<file path="src/rtl/serial_adder_pkg.sv">
// Shared types and width helpers for the bit-serial adder.
package serial_adder_pkg;

  typedef enum logic {IDLE, RUN} sa_state_t;

  // Counter must address W-1; a width of zero is not representable, so floor at 1.
  function automatic int sa_cnt_w(input int w);
    return (w <= 1) ? 1 : $clog2(w);
  endfunction

endpackage

</file>
<file path="src/rtl/serial_adder_fa.sv">
// One-bit full-adder cell used by the serial adder.
module fa (
  input  logic a,
  input  logic b,
  input  logic ci,
  output logic s,
  output logic cry
);

  assign s   = a ^ b ^ ci;
  assign cry = (a & b) | (a & ci) | (b & ci);

endmodule

</file>
<file path="src/rtl/serial_adder.sv">
// Bit-serial W-bit adder: LSB-first through one full-adder cell, one bit per cycle.
module serial_adder
  import serial_adder_pkg::*;
#(
  parameter int W = 8
) (
  input  logic         clk,
  input  logic         rst,
  input  logic         start,
  input  logic [W-1:0] a,
  input  logic [W-1:0] b,
  input  logic         cin,
  output logic         busy,
  output logic         done,
  output logic [W-1:0] sum,
  output logic         cout
);

  localparam int CW = sa_cnt_w(W);
  localparam logic [CW-1:0] LAST = CW'(W - 1);

  sa_state_t     state;
  logic [W-1:0]  opa;
  logic [W-1:0]  opb;
  logic [W-1:0]  part;
  logic [W-1:0]  part_nxt;
  logic          carry;
  logic [CW-1:0] count;
  logic          s;
  logic          cry;

  fa u_fa (
    .a  (opa[0]),
    .b  (opb[0]),
    .ci (carry),
    .s  (s),
    .cry(cry)
  );

  // New sum bit enters at the MSB so that after W shifts bit 0 lands at the LSB.
  generate
    if (W == 1) begin : g_part1
      assign part_nxt = s;
    end else begin : g_partn
      assign part_nxt = {s, part[W-1:1]};
    end
  endgenerate

  always_ff @(posedge clk or posedge rst) begin
    if (rst) begin
      state <= IDLE;
      busy  <= 1'b0;
      done  <= 1'b0;
      sum   <= '0;
      cout  <= 1'b0;
      opa   <= '0;
      opb   <= '0;
      part  <= '0;
      carry <= 1'b0;
      count <= '0;
    end else begin
      done <= 1'b0;
      case (state)
        IDLE: begin
          if (start) begin
            opa   <= a;
            opb   <= b;
            carry <= cin;
            part  <= '0;
            count <= '0;
            busy  <= 1'b1;
            state <= RUN;
          end
        end
        RUN: begin
          part  <= part_nxt;
          opa   <= opa >> 1;
          opb   <= opb >> 1;
          carry <= cry;
          count <= count + CW'(1);
          if (count == LAST) begin
            sum   <= part_nxt;
            cout  <= cry;
            done  <= 1'b1;
            busy  <= 1'b0;
            state <= IDLE;
          end
        end
        default: state <= IDLE;
      endcase
    end
  end

endmodule

</file>
<file path="config.mk">
export PLATFORM = sky130hd
export DESIGN_NAME = serial_adder
export DESIGN_NICKNAME = d
export VERILOG_FILES = /design/src/rtl/serial_adder_pkg.sv /design/src/rtl/serial_adder_fa.sv /design/src/rtl/serial_adder.sv
export SDC_FILE = /design/constraint.sdc
export NUM_CORES = 1
export LEC_CHECK = 0
export BUFFER_PORTS_ARGS = -buffer_cell sky130_fd_sc_hd__buf_2
export CAP_MARGIN = 25
export CORE_ASPECT_RATIO = 0.5
export CORE_MARGIN = 1.5
export CORE_UTILIZATION = 49
export DETAILED_ROUTE_END_ITERATION = 7
export PLACE_DENSITY = 0.7
export REMOVE_ABC_BUFFERS = 1
export SYNTH_ARGS = -nofsm -noshare
export SYNTH_HDL_FRONTEND = slang
export SYNTH_SLANG_ARGS = --single-unit
</file>
<file path="constraint.sdc">
create_clock -name clk -period 1.3 [get_ports clk]
set_input_delay 0.26 -clock clk [delete_from_list [all_inputs] [get_ports clk]]
set_output_delay 0.26 -clock clk [all_outputs]
set_load 0.005 [all_outputs]
</file>
# [After elaboration in Yosys (flattened, before gate mapping)]
# Index checks and enable logic that the tools add are counted.
[classes] addsub=1 eq_ne=3 n_mux=18 n_bitwise=8 n_reduce_logical=2
[op_table] op="$pmux 8 s2" count=3
[op_table] op="$mux 8" count=3
[op_table] op="$mux 1" count=7
[op_table] op="$pmux 1 s2" count=3
[op_table] op="$pmux 3 s2" count=1
[op_table] op="$reduce_and 2->1" count=2
[op_table] op="$add 3x1->3 const B" count=1
[op_table] op="$and 1x1->1" count=3
[op_table] op="$eq 3x3->1 const B" count=1
[op_table] op="$mux 3" count=1
[op_table] op="$ne 2x1->1 const B" count=1
[op_table] op="$ne 2x2->1 const B" count=1
[op_table] op="$or 1x1->1" count=2
[op_table] op="$xor 1x1->1" count=2
[op_table] op="$not 1->1" count=1
[totals] regBits=40 out_inout_bits=11 wordCells=42

# [Depth between registers and ports, before layout]
# Gate-level depths: netlist of the first run.
[logic_depth] word_depth=4 depth_mapped=5 ltp_nobuf=4

# [Cells and area by module]
# Synthesis of the first run repeated with hierarchy kept, for this count alone.
[hier_totals] hier_cells=144 hier_area_um2=1752.9
[by_module_without_submodules] mod="serial_adder" instances=1 cells_per_inst=143 area_per_inst_um2=1732.9 seq_area_each_um2=975.9
[by_module_without_submodules] mod="fa" instances=1 cells_per_inst=1 area_per_inst_um2=20.0 seq_area_each_um2=0.0

# [Least setup slack after synthesis of the first run]
# No wires, ideal clock.
[synth_path] kind="flip-flop to flip-flop" start="register count[0]" end="register cout" setup_ns=0.125 t_arrival_ns=1.246 t_required_ns=1.175 path_slack_ns=-0.071 path_stages_with_launch=5 n_path_buf=0 path_cell_list="dfrtp_1 ha_1 ha_1 nand2_4 mux2_2"
[synth_via] elab_chain_len=2
[synth_rtl] item="start: declaration" line_no="serial_adder.sv:28" source="logic [CW-1:0] count;"
[synth_rtl] item="start signal: assignment" line_no="serial_adder.sv:80" source="count <= count + CW'(1);"
[synth_rtl] item="$eq 3x3->1" line_no="serial_adder.sv:81" source="if (count == LAST) begin"
[synth_rtl] item="$reduce_and 2->1 (no source line)"
[synth_rtl] item="end signal: assignment" line_no="serial_adder.sv:83" source="cout <= cry;"
[synth_rtl] item="end: declaration" line_no="serial_adder.sv:16" source="output logic cout"
# Every way passes these cells.
# A chain may end at the register's enable or synchronous reset.

# [Final worst setup path of the first run]
[layout_path] start="register count[0]" end="register sum[5]"
[layout_via] elab_chain_len=2
[layout_rtl] item="$eq 3x3->1" line_no="serial_adder.sv:81"
[layout_rtl] item="$reduce_and 2->1 (no source line)"
[layout_rtl] item="end signal: assignment" line_no="serial_adder.sv:82" source="sum <= part_nxt;"
[layout_rtl] item="end: declaration" line_no="serial_adder.sv:15" source="output logic [W-1:0] sum,"
# Every way passes these cells.

==> results.md, run 1 <==
- Max Clock Skew: 0.00383 ns
- TritonCTS clock tree: yes
- Slew Viols, Final: 0
- Reg2reg setup slack: -0.03 ns
- Router iterations before antenna repair: 4
- Vias/cell: 4.92
- H-tree lvl count: 2
- Setup_tns: -0.200 ns
- Leak: 1.07 nW
- Critical R2R Launch: count[0]$_DFFE_PP0P_
- Layout cells sized above 1: 34.3%
- Crit. End Element: register
- Final setup viols: 9
- Diode count: 0
- Post-DP Area: 1930 sq um
- Endpoint of the worst register-to-register path: sum[5]$_DFFE_PP0P_
- Die area: 3890 sq um
- Clock buffer depth: 2
- Mapped cell area: 1720 sq um
- Residual DRC: 0
- Crit. Startpoint: count[0]$_DFFE_PP0P_
- Worst-path maximum fanout: 5
- IO Port Bufs: 30
- HPWL Detailed: 2040 um
- Clk root buf: clkbuf_8
- Seq/Total Area, Yosys: 56.9%
- Total CTS buffers: 5
- Final worst-path cycle share: 103%
- # fillers: 257
- Failing checks: setup timing
- Area Overhead vs Synth: 22.7%
- Die Span Y: 44.9 um
- Core ar.: 3170 sq um
- # Max-Cap Violations: 0
- Pwr Total: 4.47 mW
- Initial antenna violation count: 0
- Post-synthesis cell count: 140
- Worst setup endpoint: sum[5]$_DFFE_PP0P_
- R2R depth: 4
- Total Wirelength: 2990 um
- Synth Register Bits: 39
- Total GRT Usage: 18.6%
- Peak Freq: 750 MHz
- Worst Tran Pin Value: 0.343 ns
- Power Density: 2120 nW/um^2
- CP Data Required Time: 1.47 ns
- PnR worst setup slack: -0.0334 ns
- Clk slew on worst S/H paths: 0.07 ns
- Synth Warn #: 0
- FP Rows: 14
- Peak supply drop: 0.000892 V
- Pre-CTS setup slack: -0.145 ns
- Outcome: finished with violations
- Starting Density: 54.1%
- Post-route ant nets: 0
- Element type at the critical path start: register
- Worst Hold Class: primary input to async pin
- Crit Path Class: register to register
- First-pass GRT wire length: 5220 um
- Remaining global-route overflow: 0
- Detailed Route Iter0 Violations: 51
- Clock Latency Late Sink: 0.28 ns
- Vias in the first global route: 1089
- Chip width: 86.7 um
- Worst relative slew slack: 77.1%
- Largest net degree at the start of global routing: 40
- Syn avg cell area: 12.3 sq um
- Fin util: 66.5%
- Gpl congestion: 0.678
- CTS sink cnt: 39
- Cts hold-fix bufs: 0
- Io pins: 31
- Design area: 2110 sq um
- DR vias: 1113
- Fin crit period: 1.33 ns
- Wire per inst: 13.2 um
- Nets@finish: 202
- RSZ-0062 raised after global routing: yes
- Netlist cell types: 18
- WP data arrival: 1.50 ns
- Final hold violation count: 0
worst max-delay path, stage by stage (launching register included):
cell	delay, ns
dfrtp_1	0.39
ha_2	0.21
ha_4	0.20
nand2_8	0.11
mux2_4	0.31
final cells by class:
cell class                      instances  area, sq um  share of cell area [%]
Multi-Input combinational cell         90          703                    33.4
Inverter                                3         11.3                   0.534
Clock buffer                            6         82.6                    3.92
Timing Repair Buffer                   39          268                    12.7
Clock inverter                          1         5.00                   0.238
Tap cell                               48         60.1                    2.85
Sequential cell                        39          977                    46.4
sequential cells by signal, summed over array words and instances (netlist names), 3 cells and up:
signal and cells:
sum 8, opa 8, opb 8, count 3, part 7
cell usage in the layout, fill, tap and decap left out, drive strengths merged:
cell    netlist  routed
a21oi         1       1
nand2        22      23
buf           8      39
inv           3       3
o21ai        21      21
fa            1       1
clkbuf        1       6
dfrtp        39      39
mux2i        17      17
nor2          4       4
clkinv        0       1
ha            3       3
a22o          3       3
o22ai         1       1
mux2         10      10
nand2b        6       6
worst min path at each step:
stage,cells past startpoint,slack (ns),end
2_1_floorplan,1,0.35,part[3]$_DFFE_PP0P_
3_3_place_gp,3,0.32,opa[5]$_DFFE_PP0P_
3_5_place_dp,3,0.33,opa[5]$_DFFE_PP0P_
4_1_cts,3,0.02,opa[5]$_DFFE_PP0P_
5_1_grt,3,0.03,sum[4]$_DFFE_PP0P_
6_report,3,0.01,count[2]$_DFFE_PP0P_
cells in the mapped netlist (all sizes together):
cell / count / share of area [%]
inv: 3 / 0.66
nand2: 22 / 5.2
nand2b: 6 / 2.2
dfrtp: 39 / 57
ha: 3 / 2.2
fa: 1 / 1.2
clkbuf: 1 / 0.29
mux2: 10 / 6.6
a22o: 3 / 1.5
o21ai: 21 / 6.1
o22ai: 1 / 0.36
nor2: 4 / 0.87
buf: 8 / 5.8
a21oi: 1 / 0.29
mux2i: 17 / 9.9
routing by layer:
metal	part of all wire [%]	vias to the layer above	GRT usage [%]
met1	47	537	23.4
met2	47	21	29.7
met3	4.7	2	7.50
met4	0.47	0	6.77
met5	0	-	0
li1	-	553	-
cells by family (layout without fill, tap and decap cells):
| family | count (synthesis) | count (layout) | synth area share (%) |
|---|---|---|---|
| flip-flops | 39 | 39 | 56.9 |
| adder cells (fa/ha/maj) | 4 | 4 | 3.35 |
| AO/OA/AOI/OAI | 26 | 26 | 8.31 |
| buffers and inverters | 12 | 49 | 6.71 |
| AND/OR/NAND/NOR | 32 | 33 | 8.31 |
| multiplexers | 27 | 27 | 16.5 |
what timing repair did:
| item | in CTS | in global routing |
|---|---|---|
| pin swaps | 1 | 1 |
| setup buffers | 1 | 0 |
| setup endpoints to repair | 9 | 11 |
| cloned | 1 | 0 |
| resized for setup | 14 | 2 |
stage by stage:
| step | std cells | hold WS (ns) |
|---|---|---|
| floorplan | 131 | 0.351 |
| global placement | 217 | 0.325 |
| detailed placement | 217 | 0.328 |
| CTS | 226 | 0.0154 |
| global route | 226 | 0.0312 |
| finish | 226 | 0.0128 |
where the power goes:
| part | switching, mW | internal [mW] | total [mW] |
|---|---|---|---|
| registers | 0.365 | 1.69 | 2.06 |
| clock network | 0.398 | 0.416 | 0.814 |
| logic | 0.685 | 0.909 | 1.59 |
| total | 1.45 | 3.02 | 4.47 |
Power figures use the tool's default switching activity.
==> inputs of run 2 (changes only) <==
--- a/config.mk
+++ b/config.mk
@@ -7,7 +7,7 @@
 export LEC_CHECK = 0
 export BUFFER_PORTS_ARGS = -buffer_cell sky130_fd_sc_hd__buf_2
 export CAP_MARGIN = 25
-export CORE_ASPECT_RATIO = 0.5
+export CORE_ASPECT_RATIO = 0.8
 export CORE_MARGIN = 1.5
 export CORE_UTILIZATION = 49
 export DETAILED_ROUTE_END_ITERATION = 7
==> run 2 against run 1 <==
  * The flow still finishes with violations (setup timing)
  * Combinational power hardly changed
  * Sequential share of layout area is 0.11 points lower
  * Worst hold slack worse by 0.00095 ns
  * Routed wire length is 2.2% higher
  * Critical path depth stayed put
  * Core utilization is 4.3 points lower
  * Register-to-register slack hardly changed
  * Via count is 1.2% higher
  * Critical endpoint is now sum[7]$_DFFE_PP0P_
  * Largest cell class unchanged
==> results.md, run 2 (same netlist as run 1, synthesis figures left out) <==
- Layout cells sized above 1: 35.0% (was 34.3%)
- Total CTS buffers: 5 (unchanged)
- Design area: 2110 sq um (about the same)
- HPWL Detailed: 1950 um (was 2040 um)
- Die area: 3870 sq um (was 3890 sq um)
- Crit. End Element: register (unchanged)
- Post-DP Area: 1890 sq um (was 1930 sq um)
- RSZ-0062 raised after global routing: yes (unchanged)
- Gpl congestion: 0.736 (was 0.678)
- Cells after DPL: 210 (was 217)
- Post-route ant nets: 0 (unchanged)
- Commonest non-fill, non-tap cell in the layout: dfrtp_1 (unchanged)
- Worst setup endpoint: sum[7]$_DFFE_PP0P_ (was sum[5]$_DFFE_PP0P_)
- CP Data Required Time: 1.47 ns (about the same)
- Final hold violation count: 0 (unchanged)
- Core ar.: 3400 sq um (was 3170 sq um)
- Starting Density: 50.5% (was 54.1%)
- Residual DRC: 0 (unchanged)
- Crit Path Class: register to register (unchanged)
- Remaining global-route overflow: 0 (unchanged)
- R2R depth: 4 (unchanged)
- Worst Tran Pin Value: 0.296 ns (was 0.343 ns)
- Hold_ws: 0.0118 ns (was 0.0128 ns)
- Nets@finish: 203 (was 202)
- Clock buffer depth: 2 (unchanged)
- Die Span Y: 55.9 um (was 44.9 um)
- Slew Viols, Final: 0 (unchanged)
- Reg2reg setup slack: -0.03 ns (about the same)
- Total Wirelength: 3060 um (was 2990 um)
- Multi-input gate area: 703 sq um (unchanged)
- Element type at the critical path start: register (unchanged)
- Vias in the first global route: 1191 (was 1089)
- PnR worst setup slack: -0.0284 ns (was -0.0334 ns)
- Critical R2R Launch: count[1]$_DFFE_PP0P_ (was count[0]$_DFFE_PP0P_)
- Pwr Total: 4.67 mW (was 4.47 mW)
- Fin util: 62.1% (was 66.5%)
- Router iterations before antenna repair: 4 (unchanged)
- Initial antenna violation count: 0 (unchanged)
- Total GRT Usage: 18.3% (was 18.6%)
- Final worst-path cycle share: 102% (was 103%)
- Max Clock Skew: 0.00787 ns (was 0.00383 ns)
- Detailed Route Iter0 Violations: 49 (was 51)
- Final cell count without fillers: 222 (was 226)
- Endpoint of the worst register-to-register path: sum[7]$_DFFE_PP0P_ (was sum[5]$_DFFE_PP0P_)
- Worst-path maximum fanout: 5 (unchanged)
- Clock Latency Late Sink: 0.29 ns (was 0.28 ns)
- Commonest non-fill, non-tap cells in the layout: 38 x dfrtp_1, 30 x buf_2, 21 x nand2_1, 17 x mux2i_1, 14 x o21ai_1 (unchanged)
- H-tree lvl count: 2 (unchanged)
- Peak supply drop: 0.00103 V (was 0.000892 V)
- CTS sink cnt: 39 (unchanged)
- Power Density: 2210 nW/um^2 (was 2120 nW/um^2)
- Pre-CTS setup slack: -0.135 ns (was -0.145 ns)
- FP Rows: 19 (was 14)
- Chip width: 69.2 um (was 86.7 um)
- Largest net degree at the start of global routing: 40 (unchanged)
- # fillers: 299 (was 257)
- DR vias: 1126 (was 1113)
- Crit. Startpoint: count[1]$_DFFE_PP0P_ (was count[0]$_DFFE_PP0P_)
- TritonCTS clock tree: yes (unchanged)
- IO Port Bufs: 30 (unchanged)
- Leak: 1.08 nW (was 1.07 nW)
- First-pass GRT wire length: 5590 um (was 5220 um)
- Vias/cell: 5.07 (was 4.92)
- Area Overhead vs Synth: 23.0% (was 22.7%)
- Outcome: finished with violations (unchanged)
- WP data arrival: 1.50 ns (about the same)
- Diode count: 0 (unchanged)
- Worst relative slew slack: 80.2% (was 77.1%)
- Top Registers: opa: 8 flops, opb: 8 flops, sum: 8 flops (unchanged)
- # Max-Cap Violations: 0 (unchanged)
- Clk slew on worst S/H paths: 0.08 ns (was 0.07 ns)
- Final setup viols: 9 (unchanged)
- Failing checks: setup timing (unchanged)
- Wire per inst: 13.8 um (was 13.2 um)
- Peak Freq: 753 MHz (was 750 MHz)
- Clk root buf: clkbuf_8 (unchanged)
- Register Area: 977 sq um (unchanged)
- Setup_tns: -0.160 ns (was -0.200 ns)
- Worst Hold Class: primary input to async pin (unchanged)
- Io pins: 31 (unchanged)
- Fin crit period: 1.33 ns (about the same)
run 2: layout make-up:
type / instances / share of cell area [%]
multi-input combinational: 90 / 33.3
timing repair buffer: 40 / 11.8
sequential: 39 / 46.3
clock inverter: 2 / 1.66
inverter: 3 / 0.533
tap: 42 / 2.49
clock buffer: 6 / 3.91
run 2: where the power goes:
part           switching [mW]  internal [mW]  leakage, nW  total, mW
sequential              0.343           1.69        0.505       2.04
clock                   0.408          0.621       0.0612       1.03
combinational           0.720          0.885        0.516       1.60
run 2: worst min-delay path by stage:
| stage | from | to | cells past startpoint |
|---|---|---|---|
| 2_1_floorplan | start | part[3]$_DFFE_PP0P_ | 1 |
| 3_3_place_gp | rst | opa[7]$_DFFE_PP0P_ | 3 |
| 3_5_place_dp | rst | opa[7]$_DFFE_PP0P_ | 3 |
| 4_1_cts | rst | sum[4]$_DFFE_PP0P_ | 3 |
| 5_1_grt | rst | part[3]$_DFFE_PP0P_ | 3 |
| 6_report | rst | sum[4]$_DFFE_PP0P_ | 3 |
run 2: critical path, stage by stage, from the launching register on:
cell and delay (ns):
dfrtp_1 0.39, ha_2 0.22, ha_4 0.20, nand2_8 0.11, mux2_4 0.30
run 2: layer usage:
metal | track usage (%) | wire (um) | vias to the layer above
met2 | 27.6 | 1440 | 28
met5 | 0 | 0 | -
met3 | 5.25 | 153 | 4
li1 | - | - | 552
met4 | 6.72 | 29 | 0
met1 | 25.5 | 1440 | 542
run 2: timing repair:
item,CTS,global route
hold buffers,0,0
resized for setup,14,2
pin swaps,1,2
endpoints found under the setup margin,9,21
buffers inserted,1,2
gates cloned,1,0
